**src/rtl/iobus_uart_tx_pkg.sv**
```systemverilog
// ----------------------------------------------------------------------------
// uart_tx_pkg
// Shared types and constants for the IOBUS UART transmitter:
//   tx_state_t        serializer state encoding
//   DATA_OFS/STATUS_OFS  register byte offsets from BASE_ADDR
//   ST_*              bit positions inside the STATUS word
// ----------------------------------------------------------------------------
package uart_tx_pkg;

  typedef enum logic [1:0] {
    IDLE  = 2'd0,
    START = 2'd1,
    DATA  = 2'd2,
    STOP  = 2'd3
  } tx_state_t;

  localparam logic [31:0] DATA_OFS   = 32'd0;
  localparam logic [31:0] STATUS_OFS = 32'd4;

  localparam int ST_FULL    = 0;
  localparam int ST_EMPTY   = 1;
  localparam int ST_ACTIVE  = 2;
  localparam int ST_OVF     = 3;
  localparam int ST_CNT_LSB = 4;
  localparam int ST_CNT_MSB = 8;

endpackage

```
**src/rtl/iobus_uart_tx_byte_fifo.sv**
```systemverilog
// ----------------------------------------------------------------------------
// byte_fifo
// Synchronous first-word-fall-through byte FIFO.
//   CLK, RST_N  clock / asynchronous active-low reset
//   push, din   write strobe and data; a push while full is accepted only
//               when a pop happens on the same edge
//   pop, dout   read strobe; dout always shows the head entry
//   full, empty, count  occupancy flags and entry count (0..DEPTH)
// ----------------------------------------------------------------------------
module byte_fifo #(
  parameter int DEPTH = 8
) (
  input  logic                     CLK,
  input  logic                     RST_N,
  input  logic                     push,
  input  logic [7:0]               din,
  input  logic                     pop,
  output logic [7:0]               dout,
  output logic                     full,
  output logic                     empty,
  output logic [$clog2(DEPTH):0]   count
);

  localparam int AW = $clog2(DEPTH);
  localparam logic [AW-1:0] PTR_ONE  = 1;
  localparam logic [AW:0]   CNT_ONE  = 1;
  localparam logic [AW:0]   CNT_FULL = (AW+1)'(DEPTH);

  logic [7:0]    mem_q [DEPTH];
  logic [AW-1:0] wr_ptr_q, wr_ptr_d;
  logic [AW-1:0] rd_ptr_q, rd_ptr_d;
  logic [AW:0]   count_q, count_d;
  logic          do_push, do_pop;

  assign full    = (count_q == CNT_FULL);
  assign empty   = (count_q == '0);
  assign do_pop  = pop && !empty;
  // A pop frees the slot this push needs, so full does not block it.
  assign do_push = push && (!full || do_pop);
  assign dout    = mem_q[rd_ptr_q];
  assign count   = count_q;

  always_comb begin
    wr_ptr_d = wr_ptr_q;
    rd_ptr_d = rd_ptr_q;
    count_d  = count_q;
    if (do_push) wr_ptr_d = wr_ptr_q + PTR_ONE;   // DEPTH is a power of two:
    if (do_pop)  rd_ptr_d = rd_ptr_q + PTR_ONE;   // natural wrap is modulo DEPTH
    case ({do_push, do_pop})
      2'b10:   count_d = count_q + CNT_ONE;
      2'b01:   count_d = count_q - CNT_ONE;
      default: count_d = count_q;
    endcase
  end

  always_ff @(posedge CLK or negedge RST_N) begin
    if (!RST_N) begin
      wr_ptr_q <= '0;
      rd_ptr_q <= '0;
      count_q  <= '0;
    end else begin
      wr_ptr_q <= wr_ptr_d;
      rd_ptr_q <= rd_ptr_d;
      count_q  <= count_d;
    end
  end

  // Storage carries no reset; validity is tracked by the pointers.
  always_ff @(posedge CLK) begin
    if (do_push) mem_q[wr_ptr_q] <= din;
  end

endmodule

```
**src/rtl/iobus_uart_tx.sv**
```systemverilog
// ----------------------------------------------------------------------------
// iobus_uart_tx
// Memory-mapped 8N1 UART transmitter on the OTTER IOBUS.
//   CLK, RST_N   clock / asynchronous active-low reset
//   IOBUS_ADDR   CPU address; DATA at BASE_ADDR, STATUS at BASE_ADDR+4
//   IOBUS_OUT    CPU write data, byte [7:0] pushed on a DATA store
//   IOBUS_WR     one-cycle store strobe
//   IOBUS_IN     registered read data (STATUS word or zero)
//   TX           serial line, idle high
//   TX_BUSY      registered: frame in progress or bytes queued
// STATUS: [0] full, [1] empty, [2] tx_active, [3] overflow, [8:4] count.
// ----------------------------------------------------------------------------
module iobus_uart_tx
  import uart_tx_pkg::*;
#(
  parameter logic [31:0] BASE_ADDR    = 32'h1100_0100,
  parameter int          CLKS_PER_BIT = 868,
  parameter int          FIFO_DEPTH   = 8
) (
  input  logic        CLK,
  input  logic        RST_N,
  input  logic [31:0] IOBUS_ADDR,
  input  logic [31:0] IOBUS_OUT,
  input  logic        IOBUS_WR,
  output logic [31:0] IOBUS_IN,
  output logic        TX,
  output logic        TX_BUSY
);

  localparam int          CW          = $clog2(FIFO_DEPTH) + 1;
  localparam logic [31:0] DATA_ADDR   = BASE_ADDR + DATA_OFS;
  localparam logic [31:0] STATUS_ADDR = BASE_ADDR + STATUS_OFS;
  localparam logic [15:0] BAUD_LAST   = 16'(CLKS_PER_BIT - 1);

  // Only the low byte of write data is transmitted.
  logic        unused_wdata;
  assign unused_wdata = ^IOBUS_OUT[31:8];

  logic          push, pop, status_hit, status_rd, drop;
  logic [7:0]    fifo_dout;
  logic          fifo_full, fifo_empty;
  logic [CW-1:0] fifo_count;

  tx_state_t   state_q;
  logic [15:0] baud_cnt_q;
  logic [2:0]  bit_idx_q;
  logic [7:0]  shift_q;
  logic        tx_q;
  logic        baud_last;

  logic        overflow_q;
  logic        busy_q;
  logic [31:0] iobus_in_q;
  logic [31:0] status_w;

  assign push       = IOBUS_WR && (IOBUS_ADDR == DATA_ADDR);
  assign status_hit = (IOBUS_ADDR == STATUS_ADDR);
  assign status_rd  = status_hit && !IOBUS_WR;
  assign baud_last  = (baud_cnt_q == BAUD_LAST);

  // The serializer takes a byte either from IDLE or at the very end of STOP,
  // which gives back-to-back frames with no idle gap.
  assign pop  = !fifo_empty && ((state_q == IDLE) || ((state_q == STOP) && baud_last));
  assign drop = push && fifo_full && !pop;

  byte_fifo #(
    .DEPTH(FIFO_DEPTH)
  ) u_fifo (
    .CLK   (CLK),
    .RST_N (RST_N),
    .push  (push),
    .din   (IOBUS_OUT[7:0]),
    .pop   (pop),
    .dout  (fifo_dout),
    .full  (fifo_full),
    .empty (fifo_empty),
    .count (fifo_count)
  );

  // Serializer. TX is registered from the current state, so the line
  // trails the state by one cycle but every bit still lasts CLKS_PER_BIT.
  always_ff @(posedge CLK or negedge RST_N) begin
    if (!RST_N) begin
      state_q    <= IDLE;
      baud_cnt_q <= '0;
      bit_idx_q  <= '0;
      shift_q    <= '0;
      tx_q       <= 1'b1;
    end else begin
      case (state_q)
        START:   tx_q <= 1'b0;
        DATA:    tx_q <= shift_q[0];
        default: tx_q <= 1'b1;
      endcase

      case (state_q)
        IDLE: begin
          baud_cnt_q <= '0;
          if (pop) begin
            shift_q <= fifo_dout;
            state_q <= START;
          end
        end
        START: begin
          if (baud_last) begin
            baud_cnt_q <= '0;
            bit_idx_q  <= '0;
            state_q    <= DATA;
          end else begin
            baud_cnt_q <= baud_cnt_q + 16'd1;
          end
        end
        DATA: begin
          if (baud_last) begin
            baud_cnt_q <= '0;
            shift_q    <= shift_q >> 1;   // LSB first
            if (bit_idx_q == 3'd7) begin
              state_q <= STOP;
            end else begin
              bit_idx_q <= bit_idx_q + 3'd1;
            end
          end else begin
            baud_cnt_q <= baud_cnt_q + 16'd1;
          end
        end
        STOP: begin
          if (baud_last) begin
            baud_cnt_q <= '0;
            if (pop) begin
              shift_q <= fifo_dout;
              state_q <= START;
            end else begin
              state_q <= IDLE;
            end
          end else begin
            baud_cnt_q <= baud_cnt_q + 16'd1;
          end
        end
        default: state_q <= IDLE;
      endcase
    end
  end

  always_comb begin
    status_w                         = '0;
    status_w[ST_FULL]                = fifo_full;
    status_w[ST_EMPTY]               = fifo_empty;
    status_w[ST_ACTIVE]              = (state_q != IDLE);
    status_w[ST_OVF]                 = overflow_q;
    status_w[ST_CNT_MSB:ST_CNT_LSB]  = 5'(fifo_count);
  end

  // A STATUS read returns the pre-clear overflow value; a new drop on the
  // same edge wins over the clear so it is never lost.
  always_ff @(posedge CLK or negedge RST_N) begin
    if (!RST_N) begin
      overflow_q <= 1'b0;
      busy_q     <= 1'b0;
      iobus_in_q <= '0;
    end else begin
      if (drop)
        overflow_q <= 1'b1;
      else if (status_rd)
        overflow_q <= 1'b0;
      busy_q     <= (state_q != IDLE) || !fifo_empty;
      iobus_in_q <= status_hit ? status_w : 32'h0;
    end
  end

  assign TX       = tx_q;
  assign TX_BUSY  = busy_q;
  assign IOBUS_IN = iobus_in_q;

endmodule

```
**config.mk**
```make
export PLATFORM = sky130hd
export DESIGN_NAME = iobus_uart_tx
export DESIGN_NICKNAME = d
export VERILOG_FILES = /design/src/rtl/iobus_uart_tx_pkg.sv /design/src/rtl/iobus_uart_tx_byte_fifo.sv /design/src/rtl/iobus_uart_tx.sv
export SDC_FILE = /design/constraint.sdc
export NUM_CORES = 1
export LEC_CHECK = 0
export CAP_MARGIN = 40
export CORE_MARGIN = 1.5
export CORE_UTILIZATION = 35
export DETAILED_ROUTE_END_ITERATION = 6
export GPL_TIMING_DRIVEN = 1
export PLACE_DENSITY = 0.59
export SYNTH_ARGS = -nofsm -noshare
export SYNTH_HDL_FRONTEND = slang
export SYNTH_SLANG_ARGS = --single-unit
```
**constraint.sdc**
```tcl
create_clock -name CLK -period 3.8 [get_ports CLK]
set_clock_uncertainty 0.05 [all_clocks]
set_input_delay 0.57 -clock CLK [delete_from_list [all_inputs] [get_ports CLK]]
set_output_delay 0.57 -clock CLK [all_outputs]
set_load 0.03 [all_outputs]
```
==> metrics.log, run 1 <==
[metrics] outcome: finished, final reports clean
[metrics] Area Growth Syn to Fin: 24.1%
[metrics] via count of the first global-routing pass: 2942
[metrics] Avg Synthesized Cell Area: 14.2 um2
[metrics] TritonCTS clock tree: done
[metrics] P per Cell Area: 461 mW/mm2
[metrics] Final Instance Count excl. Fillers: 633
[metrics] sinks on the clock net: 114
[metrics] worst vdd rail ir drop: around 0.37 mV
[metrics] Combinational Power Share: 3.2%
[metrics] proportion of register bits with asynchronous set or reset after synthesis: 43.9%
[metrics] number of endpoints with negative hold slack in the final report: 0
[metrics] crit path launch type: input pin
[metrics] worst rel slew slack: 46.8%
[metrics] first-pass GRT wire length: 15.8 mm
[metrics] post-synthesis sequential area ratio: 60.9%
[metrics] distinct cell type count of the synthesized netlist: 45
[metrics] First-pass DRT Iterations: 5
[metrics] flip-flop and latch count after synthesis: 114
[metrics] clock network power share: 52.8%
[metrics] share of the clock period used by the worst path: 77.7%
[metrics] area taken by flip-flops and latches: 0.00317 mm2
[metrics] Netlist Area Pre-Place: 0.00521 mm2
[metrics] placement-stage worst setup slack: 416 ps
[metrics] H-Tree Depth: 4
[metrics] post-detail-place hpwl: 6.54 mm
[metrics] fin crit period: 2950 ps
[metrics] initial antenna violation count: 0
[metrics] delay of the slowest critical-path stage: 400 ps
[metrics] number of nets in the finished design: about 520
[metrics] area used by multi-input combinational logic: 0.00184 mm2
[metrics] post-route ant nets: 0
[metrics] adder and majority gate portion of the synthesized area: 3.51%
[metrics] clock-pin slew of the registers on the worst-case setup and hold paths: 50 ps
[metrics] Setup TNS Final: 0 ps
[metrics] largest net degree at the start of global routing: 32
[metrics] clk root buf: sky130_fd_sc_hd__clkbuf_16
[metrics] number of placement rows: 44
[metrics] gr usage total: 13.2%
[metrics] proportion of power drawn by flip-flops and latches: 44.0%
[metrics] die width: 125 um
[metrics] Clock Tree Buf Depth: 2
[metrics] combinational family with the most area after synthesis: simple AND/OR/NAND/NOR gates
[metrics] library cell with the largest summed area after synthesis: sky130_fd_sc_hd__edfxtp_1
[metrics] Synth Instances: 368
[metrics] placed cells: about 600
[metrics] Max Cap Viol: 0
[metrics] static leakage: 2.47 nW
[metrics] number of filler cells placed in the layout: 1299
[metrics] Sw Ratio: 20.2%
[metrics] top cell type's share of synthesized area: 36.9%
[metrics] Via Count: 3047
[metrics] number of buffers created by CTS: 17
[metrics] average wire per standard cell: 15.1 um
[metrics] cts hold-fix bufs: 0
[metrics] starting density of the core: 35.8%
[metrics] clock latency at the later pin of the worst-skew pair: about 410 ps
[metrics] net switching power figure: 0.602 mW
[metrics] number of top-level pins: 101
[metrics] Slowest cell on crit path: sky130_fd_sc_hd__clkdlybuf4s50_1
[metrics] total of cells resized after clock tree synthesis: 0
[metrics] critical path data arrival time: ~3200 ps
[metrics] dominant cells by area after synthesis: sky130_fd_sc_hd__edfxtp_1 (37%), sky130_fd_sc_hd__dfrtp_1 (24%), sky130_fd_sc_hd__mux4_2 (6.9%)
[metrics] XOR/XNOR share of the synthesized area: ~3.7%
[metrics] unrepaired setup endpoints after global routing: no
[metrics] area of the die: about 0.016 mm2
[metrics] Max Transition Viols Final: 0
[metrics] GRT Residual Overflow: 0
[metrics] First DRT Iteration DRCs: between 200 and 250
[metrics] required time at the worst-slack endpoint: 4050 ps
[metrics] Final GP Congestion: 0.794
[metrics] post-CTS setup repair buffer count: 0
[metrics] utilization after layout: 44.5%
[metrics] maximum achievable frequency: 338 MHz
[metrics] fraction of layout cells with a size suffix above 1: 17.1%
[metrics] Synth Area in Simple Gates: between 10% and 20%
[metrics] IO Port Bufs: 52
[metrics] top flip-flop cell by instance count after synthesis: sky130_fd_sc_hd__edfxtp_1
[metrics] Worst Path Max Fanout: 6
[metrics] number of vias per cell after detailed routing: slightly below 5
[metrics] post-detailed-routing wire length: 9.58 mm
[metrics] Int Pwr: 2.38 mW
[metrics] least setup slack across all paths after layout: 846 ps
[metrics] final setup violation count: 0
[metrics] EDFF count, synth: 64
[metrics] Critical Setup Path Class: input pin to register
[metrics] actual slew at the worst max-slew pin: 798 ps
[metrics] DRC violation count after routing: 0
[metrics] vertical extent of the die: around 120 um
[metrics] number of warning messages in the yosys log: 0
[metrics] min-delay worst type: input pin to asynchronous set/reset pin
[metrics] crit end category: register
[metrics] compound-gate portion of the synthesized area: 3.60%
[metrics] Core ar.: 0.0145 mm2
[metrics] CP cell instances: clkdlybuf4s50_1 -> nor4b_1 -> nand4_1 -> nor2_1 -> nand3_1 -> ha_1 -> ha_1 -> a21o_1 -> a21oi_1 -> xnor2_1 -> nor2_1 -> xnor2_1
[metrics] mux share of post-synthesis cell area: 11.2%
[metrics] antenna cell count: 0
power groups by stage:
stage          logic [mW]  registers (mW)  clock network, mW
3_5_place_dp       0.0968            1.33                  0
6_report           0.0962            1.31               1.57
5_1_grt             0.104            1.31               1.67
4_1_cts            0.0970            1.31               1.61
3_3_place_gp       0.0949            1.33                  0
2_1_floorplan      0.0524            1.33                  0
layout make-up:
cell class / count / share of cell area [%]
multi-input combinational: 231 / 28.4
sequential: 114 / 49.1
timing repair buffer: 63 / 9.25
tap: 184 / 3.56
clock inverter: 13 / 2.50
clock buffer: 19 / 6.70
inverter: 9 / 0.522
sequential cells by signal, summed over array words and instances (netlist names), 2 cells and up:
signal,cells
IOBUS_IN,8
baud_cnt_q,16
bit_idx_q,3
shift_q,8
state_q,2
u_fifo.count,4
u_fifo.mem_q,64
u_fifo.rd_ptr_q,3
u_fifo.wr_ptr_q,3
worst paths after layout:
check / from / end / slack, ps / cells after the start
setup / recovery: IOBUS_ADDR[11] / u_fifo.count[3]$_DFFE_PN0P_ / 850 / 12
hold / removal: RST_N / baud_cnt_q[4]$_DFF_PN0_ / 60 / 1
setup reg to reg: baud_cnt_q[0]$_DFF_PN0_ / u_fifo.count[3]$_DFFE_PN0P_ / 890 / 11
hold reg to reg: shift_q[0]$_DFFE_PN0P_ / TX$_DFF_PN1_ / 430 / 2
max in group asynchronous: RST_N / TX$_DFF_PN1_ / 2820 / 2
min in group CLK: shift_q[0]$_DFFE_PN0P_ / TX$_DFF_PN1_ / 430 / 2
synth_stat cells (9+ instances only):
| cell type | number |
|---|---|
| sky130_fd_sc_hd__dfrtp_1 | 49 |
| sky130_fd_sc_hd__mux4_2 | 16 |
| sky130_fd_sc_hd__ha_1 | 13 |
| sky130_fd_sc_hd__nand3_1 | 11 |
| sky130_fd_sc_hd__o21ai_0 | 11 |
| sky130_fd_sc_hd__nor2_1 | 30 |
| sky130_fd_sc_hd__inv_1 | 9 |
| sky130_fd_sc_hd__nand2_1 | 18 |
| sky130_fd_sc_hd__buf_4 | 27 |
| sky130_fd_sc_hd__edfxtp_1 | 64 |
| sky130_fd_sc_hd__mux2i_1 | 9 |
| sky130_fd_sc_hd__xor2_1 | 11 |
| sky130_fd_sc_hd__mux2_2 | 12 |
| sky130_fd_sc_hd__xnor2_1 | 11 |
per-stage QoR:
stage	power (mW)	area, um2	hold WS (ps)
final	2.98	6470	58.2
after floorplan	1.39	5300	224
after CTS	3.01	6470	60.1
after global routing	3.09	6470	80.0
after detailed placement	1.43	5870	426
after global placement	1.43	5870	420
cells by family after synthesis:
kind of cell	Yosys count
flip-flops	114
AND/OR/NAND/NOR	107
adder cells (fa/ha/maj)	14
XOR/XNOR	22
buffers and inverters	46
multiplexers	37
other	1
AO/OA/AOI/OAI	27
critical path, delay by kind of cell:
family	cells	cell delay, ps
and+or+nand+nor	5	1080
adders and majority gates	2	540
buffers and inverters	1	400
AOI/OAI and AO/OA	2	350
xor gates and xnor gates	2	250
metal layers:
metal	part of all wire, %	GRT usage, %	wire length, um
met2	46	19.1	4430
met4	1.3	5.21	127
met3	3.3	4.49	315
met1	49	18.4	4700
met5	0	0	0
cell usage in the layout (no fill, tap or decap), types with 8 or more instances in the layout:
master / Yosys / layout
sky130_fd_sc_hd__buf_4: 27 / 11
sky130_fd_sc_hd__and3_1: 8 / 8
sky130_fd_sc_hd__mux4_2: 16 / 16
sky130_fd_sc_hd__clkdlybuf4s50_1: 0 / 51
sky130_fd_sc_hd__dfrtp_1: 49 / 49
sky130_fd_sc_hd__nand2_1: 18 / 18
sky130_fd_sc_hd__nor4_1: 8 / 8
sky130_fd_sc_hd__inv_1: 9 / 9
sky130_fd_sc_hd__mux2i_1: 9 / 9
sky130_fd_sc_hd__nand3_1: 11 / 11
sky130_fd_sc_hd__nor2_1: 30 / 30
sky130_fd_sc_hd__clkbuf_16: 0 / 17
sky130_fd_sc_hd__o21ai_0: 11 / 11
sky130_fd_sc_hd__mux2_2: 12 / 12
sky130_fd_sc_hd__xnor2_1: 11 / 11
sky130_fd_sc_hd__ha_1: 13 / 13
sky130_fd_sc_hd__xor2_1: 11 / 11
sky130_fd_sc_hd__conb_1: 1 / 24
sky130_fd_sc_hd__edfxtp_1: 64 / 64
(Power assumes the default switching activity.)
==> run 2, diff against run 1 <==
- PLACE_DENSITY: 0.59 -> 0.61
- clock period: 3.8 -> 2.7 ns (I/O delays scaled with it)
==> run 2 against run 1 <==
Compared with the run above: utilization grew 1.5 points; first-iteration DRC count shrank 23%; cell count grew 3.5%; power grew 40%; design area grew 3.3%; wire length grew 2.3%; die area is the same; critical path depth is the same; hold slack gained 390 ps; critical endpoint unchanged; highest routed layer unchanged.
==> metrics.log, run 2 (same netlist as run 1, synthesis figures left out) <==
[metrics] final worst hold slack: roughly 450 ps
[metrics] registers with the most flip-flops: u_fifo.mem_q (64), baud_cnt_q (16)
[metrics] Max Cap Viol: 0
[metrics] crit path launch type: register
[metrics] share of the clock period used by the worst path: 93.8%
[metrics] commonest non-fill, non-tap cell in the layout: sky130_fd_sc_hd__edfxtp_1
[metrics] static leakage: 2.59 nW
[metrics] net switching power figure: between 0.8 and 0.9 mW
[metrics] Worst Path Max Fanout: 3
[metrics] Critical Setup Path Class: register to register
[metrics] starting density of the core: 35.8%
[metrics] sinks on the clock net: 114
[metrics] Final GP Congestion: 0.739
[metrics] final setup violation count: 0
[metrics] largest net degree at the start of global routing: 51
[metrics] die width: 125 um
[metrics] average wire per standard cell: approximately 15 um
[metrics] placement-stage worst setup slack: -273 ps
[metrics] number of nets in the finished design: between 500 and 600
[metrics] clock-pin slew of the registers on the worst-case setup and hold paths: 60 ps
[metrics] Area Growth Syn to Fin: 28.3%
[metrics] placed cells: 621
[metrics] utilization after layout: 46.0%
[metrics] number of filler cells placed in the layout: around 1300
[metrics] P per Cell Area: 623 mW/mm2
[metrics] number of top-level pins: between 100 and 150
[metrics] outcome: finished, final reports clean
[metrics] worst vdd rail ir drop: around 0.4 mV
[metrics] TritonCTS clock tree: done
[metrics] proportion of power drawn by flip-flops and latches: 44.3%
[metrics] maximum achievable frequency: roughly 390 MHz
[metrics] required time at the worst-slack endpoint: about 3000 ps
[metrics] total power consumption of the routed design: about 4.2 mW
[metrics] number of flip-flops in the largest register: 64
[metrics] area of the die: 0.0156 mm2
[metrics] post-route ant nets: 0
[metrics] register with the highest flop count: u_fifo.mem_q
[metrics] Hold Crit Start: shift_q[0]$_DFFE_PN0P_
[metrics] Clock Tree Buf Depth: 2
[metrics] crit end category: register
[metrics] via count of the first global-routing pass: 3214
[metrics] Int Pwr: 3.27 mW
[metrics] DRC violation count after routing: 0
[metrics] most frequent cells in the layout: sky130_fd_sc_hd__edfxtp_1 (64), sky130_fd_sc_hd__clkdlybuf4s50_1 (51), sky130_fd_sc_hd__dfrtp_1 (47)
[metrics] clock latency at the later pin of the worst-skew pair: slightly above 400 ps
[metrics] fraction of layout cells with a size suffix above 1: 22.9%
[metrics] worst rel slew slack: 61.1%
[metrics] first-pass GRT wire length: 16.1 mm
[metrics] IO Port Bufs: 52
[metrics] Setup TNS Final: 0 ps
[metrics] critical path data arrival time: 2780 ps
[metrics] antenna cell count: 0
[metrics] Max Transition Viols Final: 0
[metrics] number of vias per cell after detailed routing: 4.81
[metrics] number of buffers created by CTS: 17
[metrics] First-pass DRT Iterations: 4
[metrics] Final Instance Count excl. Fillers: ~660
[metrics] Post-DP Area: 0.00603 mm2
[metrics] actual slew at the worst max-slew pin: 584 ps
[metrics] Crit. Startpoint: baud_cnt_q[14]$_DFF_PN0_
[metrics] post-detail-place hpwl: 6.63 mm
[metrics] number of endpoints with negative hold slack in the final report: 0
[metrics] initial antenna violation count: 0
[metrics] min-delay worst type: register to register
[metrics] Via Count: around 3200
[metrics] fin crit period: 2530 ps
[metrics] gr usage total: 13.4%
[metrics] post-detailed-routing wire length: 9.80 mm
[metrics] clk root buf: sky130_fd_sc_hd__clkbuf_16
[metrics] First DRT Iteration DRCs: 164
[metrics] Combinational Power Share: 3.4%
[metrics] startpoint of the lowest-slack register-to-register path: baud_cnt_q[14]$_DFF_PN0_
[metrics] vertical extent of the die: roughly 120 um
[metrics] Core ar.: 0.0145 mm2
[metrics] GRT Residual Overflow: 0
[metrics] fin area: between 0.006 and 0.007 mm2
[metrics] Sw Ratio: a little over a fifth
[metrics] H-Tree Depth: 4
[metrics] clock network power share: a little over half
[metrics] least setup slack across all paths after layout: roughly 170 ps
[metrics] number of placement rows: 44
[run 2: path summary, 6_finish.rpt]
path,to,slack (ps),depth (start not counted)
max in group asynchronous,TX$_DFF_PN1_,1860,3
worst max register to register,u_fifo.count[3]$_DFFE_PN0P_,170,12
worst min register to register,TX$_DFF_PN1_,450,2
worst min-delay path,TX$_DFF_PN1_,450,2
worst max-delay path,u_fifo.count[3]$_DFFE_PN0P_,170,12
min in group asynchronous,baud_cnt_q[10]$_DFF_PN0_,460,3
[run 2: worst max-delay path: stages (launching register included)]
cell and delay, ps:
sky130_fd_sc_hd__dfrtp_2 440, sky130_fd_sc_hd__nor4_4 290, sky130_fd_sc_hd__buf_4 170, sky130_fd_sc_hd__a41oi_4 150
sky130_fd_sc_hd__nand3_2 110, sky130_fd_sc_hd__nand3_1 100, sky130_fd_sc_hd__ha_2 200, sky130_fd_sc_hd__ha_1 260
sky130_fd_sc_hd__a21o_1 190, sky130_fd_sc_hd__a21oi_2 140, sky130_fd_sc_hd__xnor2_1 130, sky130_fd_sc_hd__nor2_1 70
sky130_fd_sc_hd__xnor2_1 120
[run 2: final cells by class]
type	count	area (um2)	area share [%]
sequential	114	3180	47.5
multi-input combinational	231	1880	28.1
timing repair buffer	85	778	11.6
clock buffer	18	429	6.42
tap	184	230	3.45
clock inverter	14	154	2.30
inverter	9	33.8	0.506
[run 2: power groups by stage]
stage / Clock, mW / Sequential (mW) / Combinational, mW
final: 2.18 / 1.84 / 0.141
after global routing: 2.29 / 1.84 / 0.152
after global placement: 0 / 1.88 / 0.135
after CTS: 2.22 / 1.84 / 0.141
after detailed placement: 0 / 1.88 / 0.139
after floorplan: 0 / 1.88 / 0.0737
[run 2: timing repair]
item                                    in CTS  in global routing
hold endpoints to repair                    49                  0
endpoints found under the setup margin       0                  2
buffers inserted                             0                  1
gates resized for setup                      0                  9
hold buffers                                 1                  0
[run 2: routing by layer]
layer / GRT usage (%) / vias to the layer above / wire [um]
li1: - / 1501 / -
met1: 16.0 / 1587 / 4280
met2: 22.6 / 52 / 5030
met3: 3.51 / 13 / 316
met4: 6.42 / 0 / 174
met5: 0 / - / 0
==> run 3, diff against run 2 <==
- CORE_UTILIZATION: 35 -> 47
- PLACE_DENSITY: 0.61 -> 0.77
==> run 3 against run 2 <==
Compared with the run above: setup slack got worse by 98 ps; via count grew 4.0%; design area is 0.92% lower; count of clock-buffer cells in the layout decreased by 1; sequential share of layout area up 0.40 points; sequential cell count stayed put; die area is 25% lower; largest cell class unchanged; critical path type unchanged; clock power decreased by 2%; critical path depth unchanged; non-clock buffer count grew 3; first-iteration DRC count up 9.8%.
==> metrics.log, run 3 (same netlist as run 1, synthesis figures left out) <==
[metrics] starting density of the core: 48.0%
[metrics] Via Count: 3279
[metrics] Area Growth Syn to Fin: 27.1%
[metrics] Worst Path Max Fanout: 2
[metrics] number of vias per cell after detailed routing: approximately 5.3
[metrics] crit path launch type: register
[metrics] vertical extent of the die: 108 um
[metrics] actual slew at the worst max-slew pin: 675 ps
[metrics] placement-stage worst setup slack: -249 ps
[metrics] number of placement rows: 38
[metrics] placed cells: 575
[metrics] outcome: finished, final reports clean
[metrics] clock latency at the later pin of the worst-skew pair: 520 ps
[metrics] static leakage: between 2 and 3 nW
[metrics] number of flip-flops in the largest register: 64
[metrics] most frequent cells in the layout: sky130_fd_sc_hd__edfxtp_1 (64), sky130_fd_sc_hd__clkdlybuf4s50_1 (51), sky130_fd_sc_hd__dfrtp_1 (49)
[metrics] post-detail-place hpwl: 6.65 mm
[metrics] Core ar.: about 0.011 mm2
[metrics] gr usage total: just under 20%
[metrics] min-delay worst type: input pin to asynchronous set/reset pin
[metrics] required time at the worst-slack endpoint: 3050 ps
[metrics] initial antenna violation count: 0
[metrics] H-Tree Depth: 4
[metrics] share of the clock period used by the worst path: between 90% and 100%
[metrics] Final GP Congestion: between 0.7 and 0.8
[metrics] area of the die: 0.0117 mm2
[metrics] commonest non-fill, non-tap cell in the layout: sky130_fd_sc_hd__edfxtp_1
[metrics] largest net degree at the start of global routing: 34
[metrics] Post-DP Area: 0.00595 mm2
[metrics] register with the highest flop count: u_fifo.mem_q
[metrics] antenna cell count: 0
[metrics] fin crit period: 2630 ps
[metrics] number of filler cells placed in the layout: between 800 and 900
[metrics] worst rel slew slack: 55.0%
[metrics] worst vdd rail ir drop: 0.541 mV
[metrics] Final Instance Count excl. Fillers: 613
[metrics] clock-pin slew of the registers on the worst-case setup and hold paths: ~60 ps
[metrics] amount of wire on met2 after detailed routing: 5.45 mm
[metrics] Setup TNS Final: 0 ps
[metrics] number of nets in the finished design: 542
[metrics] DRC violation count after routing: 0
[metrics] die width: 108 um
[metrics] final setup violation count: 0
[metrics] clk root buf: sky130_fd_sc_hd__clkbuf_8
[metrics] wl on met1: 4.13 mm
[metrics] post-detailed-routing wire length: 10.3 mm
[metrics] crit end category: register
[metrics] maximum achievable frequency: approximately 380 MHz
[metrics] least setup slack across all paths after layout: 70.4 ps
[metrics] average wire per standard cell: 16.7 um
[metrics] registers with the most flip-flops: u_fifo.mem_q (64), baud_cnt_q (16)
[metrics] IO Port Bufs: 52
[metrics] wire length on met3: 443 um
[metrics] First DRT Iteration DRCs: 180
[metrics] fin area: 0.00662 mm2
[metrics] first-pass GRT wire length: between 15 and 20 mm
[metrics] Clock Tree Buf Depth: 2
[metrics] number of top-level pins: 101
[metrics] Max Transition Viols Final: 0
[metrics] Critical Setup Path Class: register to register
[metrics] top sig layer: met4
[metrics] First-pass DRT Iterations: 5
[metrics] via count of the first global-routing pass: between 3000 and 4000
[metrics] number of buffers created by CTS: 17
[metrics] critical path data arrival time: approximately 3000 ps
[metrics] fraction of layout cells with a size suffix above 1: 23.3%
[metrics] P per Cell Area: 623 mW/mm2
[metrics] sinks on the clock net: 114
[metrics] GRT Residual Overflow: 0
[metrics] Max Cap Viol: 0
[metrics] post-route ant nets: 0
[metrics] number of endpoints with negative hold slack in the final report: 0
[metrics] TritonCTS clock tree: done
## run 3: repair_timing
| action | 4_1_cts | 5_1_grt |
|---|---|---|
| resized for setup | 1 | 7 |
| buffers inserted | 1 | 5 |
| hold endpoints to repair | 16 | 0 |
| hold buffers | 1 | 0 |
| pin swaps | 1 | 8 |
| setup endpoints to repair | 1 | 2 |
| cloned | 0 | 0 |
## run 3: report_power, final
part | internal [mW] | leakage, nW | switching, mW
Sequential | 1.84 | 1.21 | 0.00000000160
Combinational | 0.0564 | 1.11 | 0.0812
Clock | 1.32 | 0.275 | 0.823
Total | 3.22 | 2.59 | 0.904
## run 3: path summary, 6_finish.rpt
check | slack [ps] | start | endpoint | depth (start not counted)
max | 70 | state_q[0]$_DFFE_PN0P_ | u_fifo.count[3]$_DFFE_PN0P_ | 12
max reg2reg | 70 | state_q[0]$_DFFE_PN0P_ | u_fifo.count[3]$_DFFE_PN0P_ | 12
min in group CLK | 460 | shift_q[0]$_DFFE_PN0P_ | shift_q[0]$_DFFE_PN0P_ | 1
min reg2reg | 460 | shift_q[0]$_DFFE_PN0P_ | shift_q[0]$_DFFE_PN0P_ | 1
max in group asynchronous | 1530 | RST_N | u_fifo.wr_ptr_q[1]$_DFFE_PN0P_ | 3
min | 300 | RST_N | baud_cnt_q[4]$_DFF_PN0_ | 2
## run 3: final cells by class
type	instances	area, um2	area share, %
clock inverters	14	159	2.40
well taps	140	175	2.65
inverters	9	33.8	0.510
clock buffers	17	414	6.26
repair buffers	88	788	11.9
flip-flops and latches	114	3170	47.9
multi-input cells	231	1880	28.3
## run 3: per-layer routing
layer / up-vias / track usage (%)
li1: 1509 / -
met1: 1662 / 22.9
met2: 85 / 33.0
met3: 23 / 4.94
met4: 0 / 8.46
met5: - / 0
## run 3: per-stage QoR
| step | hold WS [ps] | total power, mW | util (%) |
|---|---|---|---|
| 3_3_place_gp | 299 | 2.01 | 54.9 |
| 4_1_cts | 279 | 4.16 | 60.4 |
| 6_report | 301 | 4.12 | 61.1 |
| 5_1_grt | 325 | 4.25 | 61.1 |
| 2_1_floorplan | 59.4 | 1.95 | - |
| 3_5_place_dp | 302 | 2.01 | 54.9 |
## run 3: critical path, cell delays in order, from the launching register on
cell,delay (ps)
sky130_fd_sc_hd__dfrtp_1,400
sky130_fd_sc_hd__ha_1,220
sky130_fd_sc_hd__and4_1,190
sky130_fd_sc_hd__a41oi_2,310
sky130_fd_sc_hd__buf_4,180
sky130_fd_sc_hd__nor2_1,60
sky130_fd_sc_hd__ha_2,200
sky130_fd_sc_hd__ha_1,280
sky130_fd_sc_hd__a21o_1,190
sky130_fd_sc_hd__a21oi_2,130
sky130_fd_sc_hd__xnor2_1,120
sky130_fd_sc_hd__nor2_1,70
sky130_fd_sc_hd__xnor2_1,120
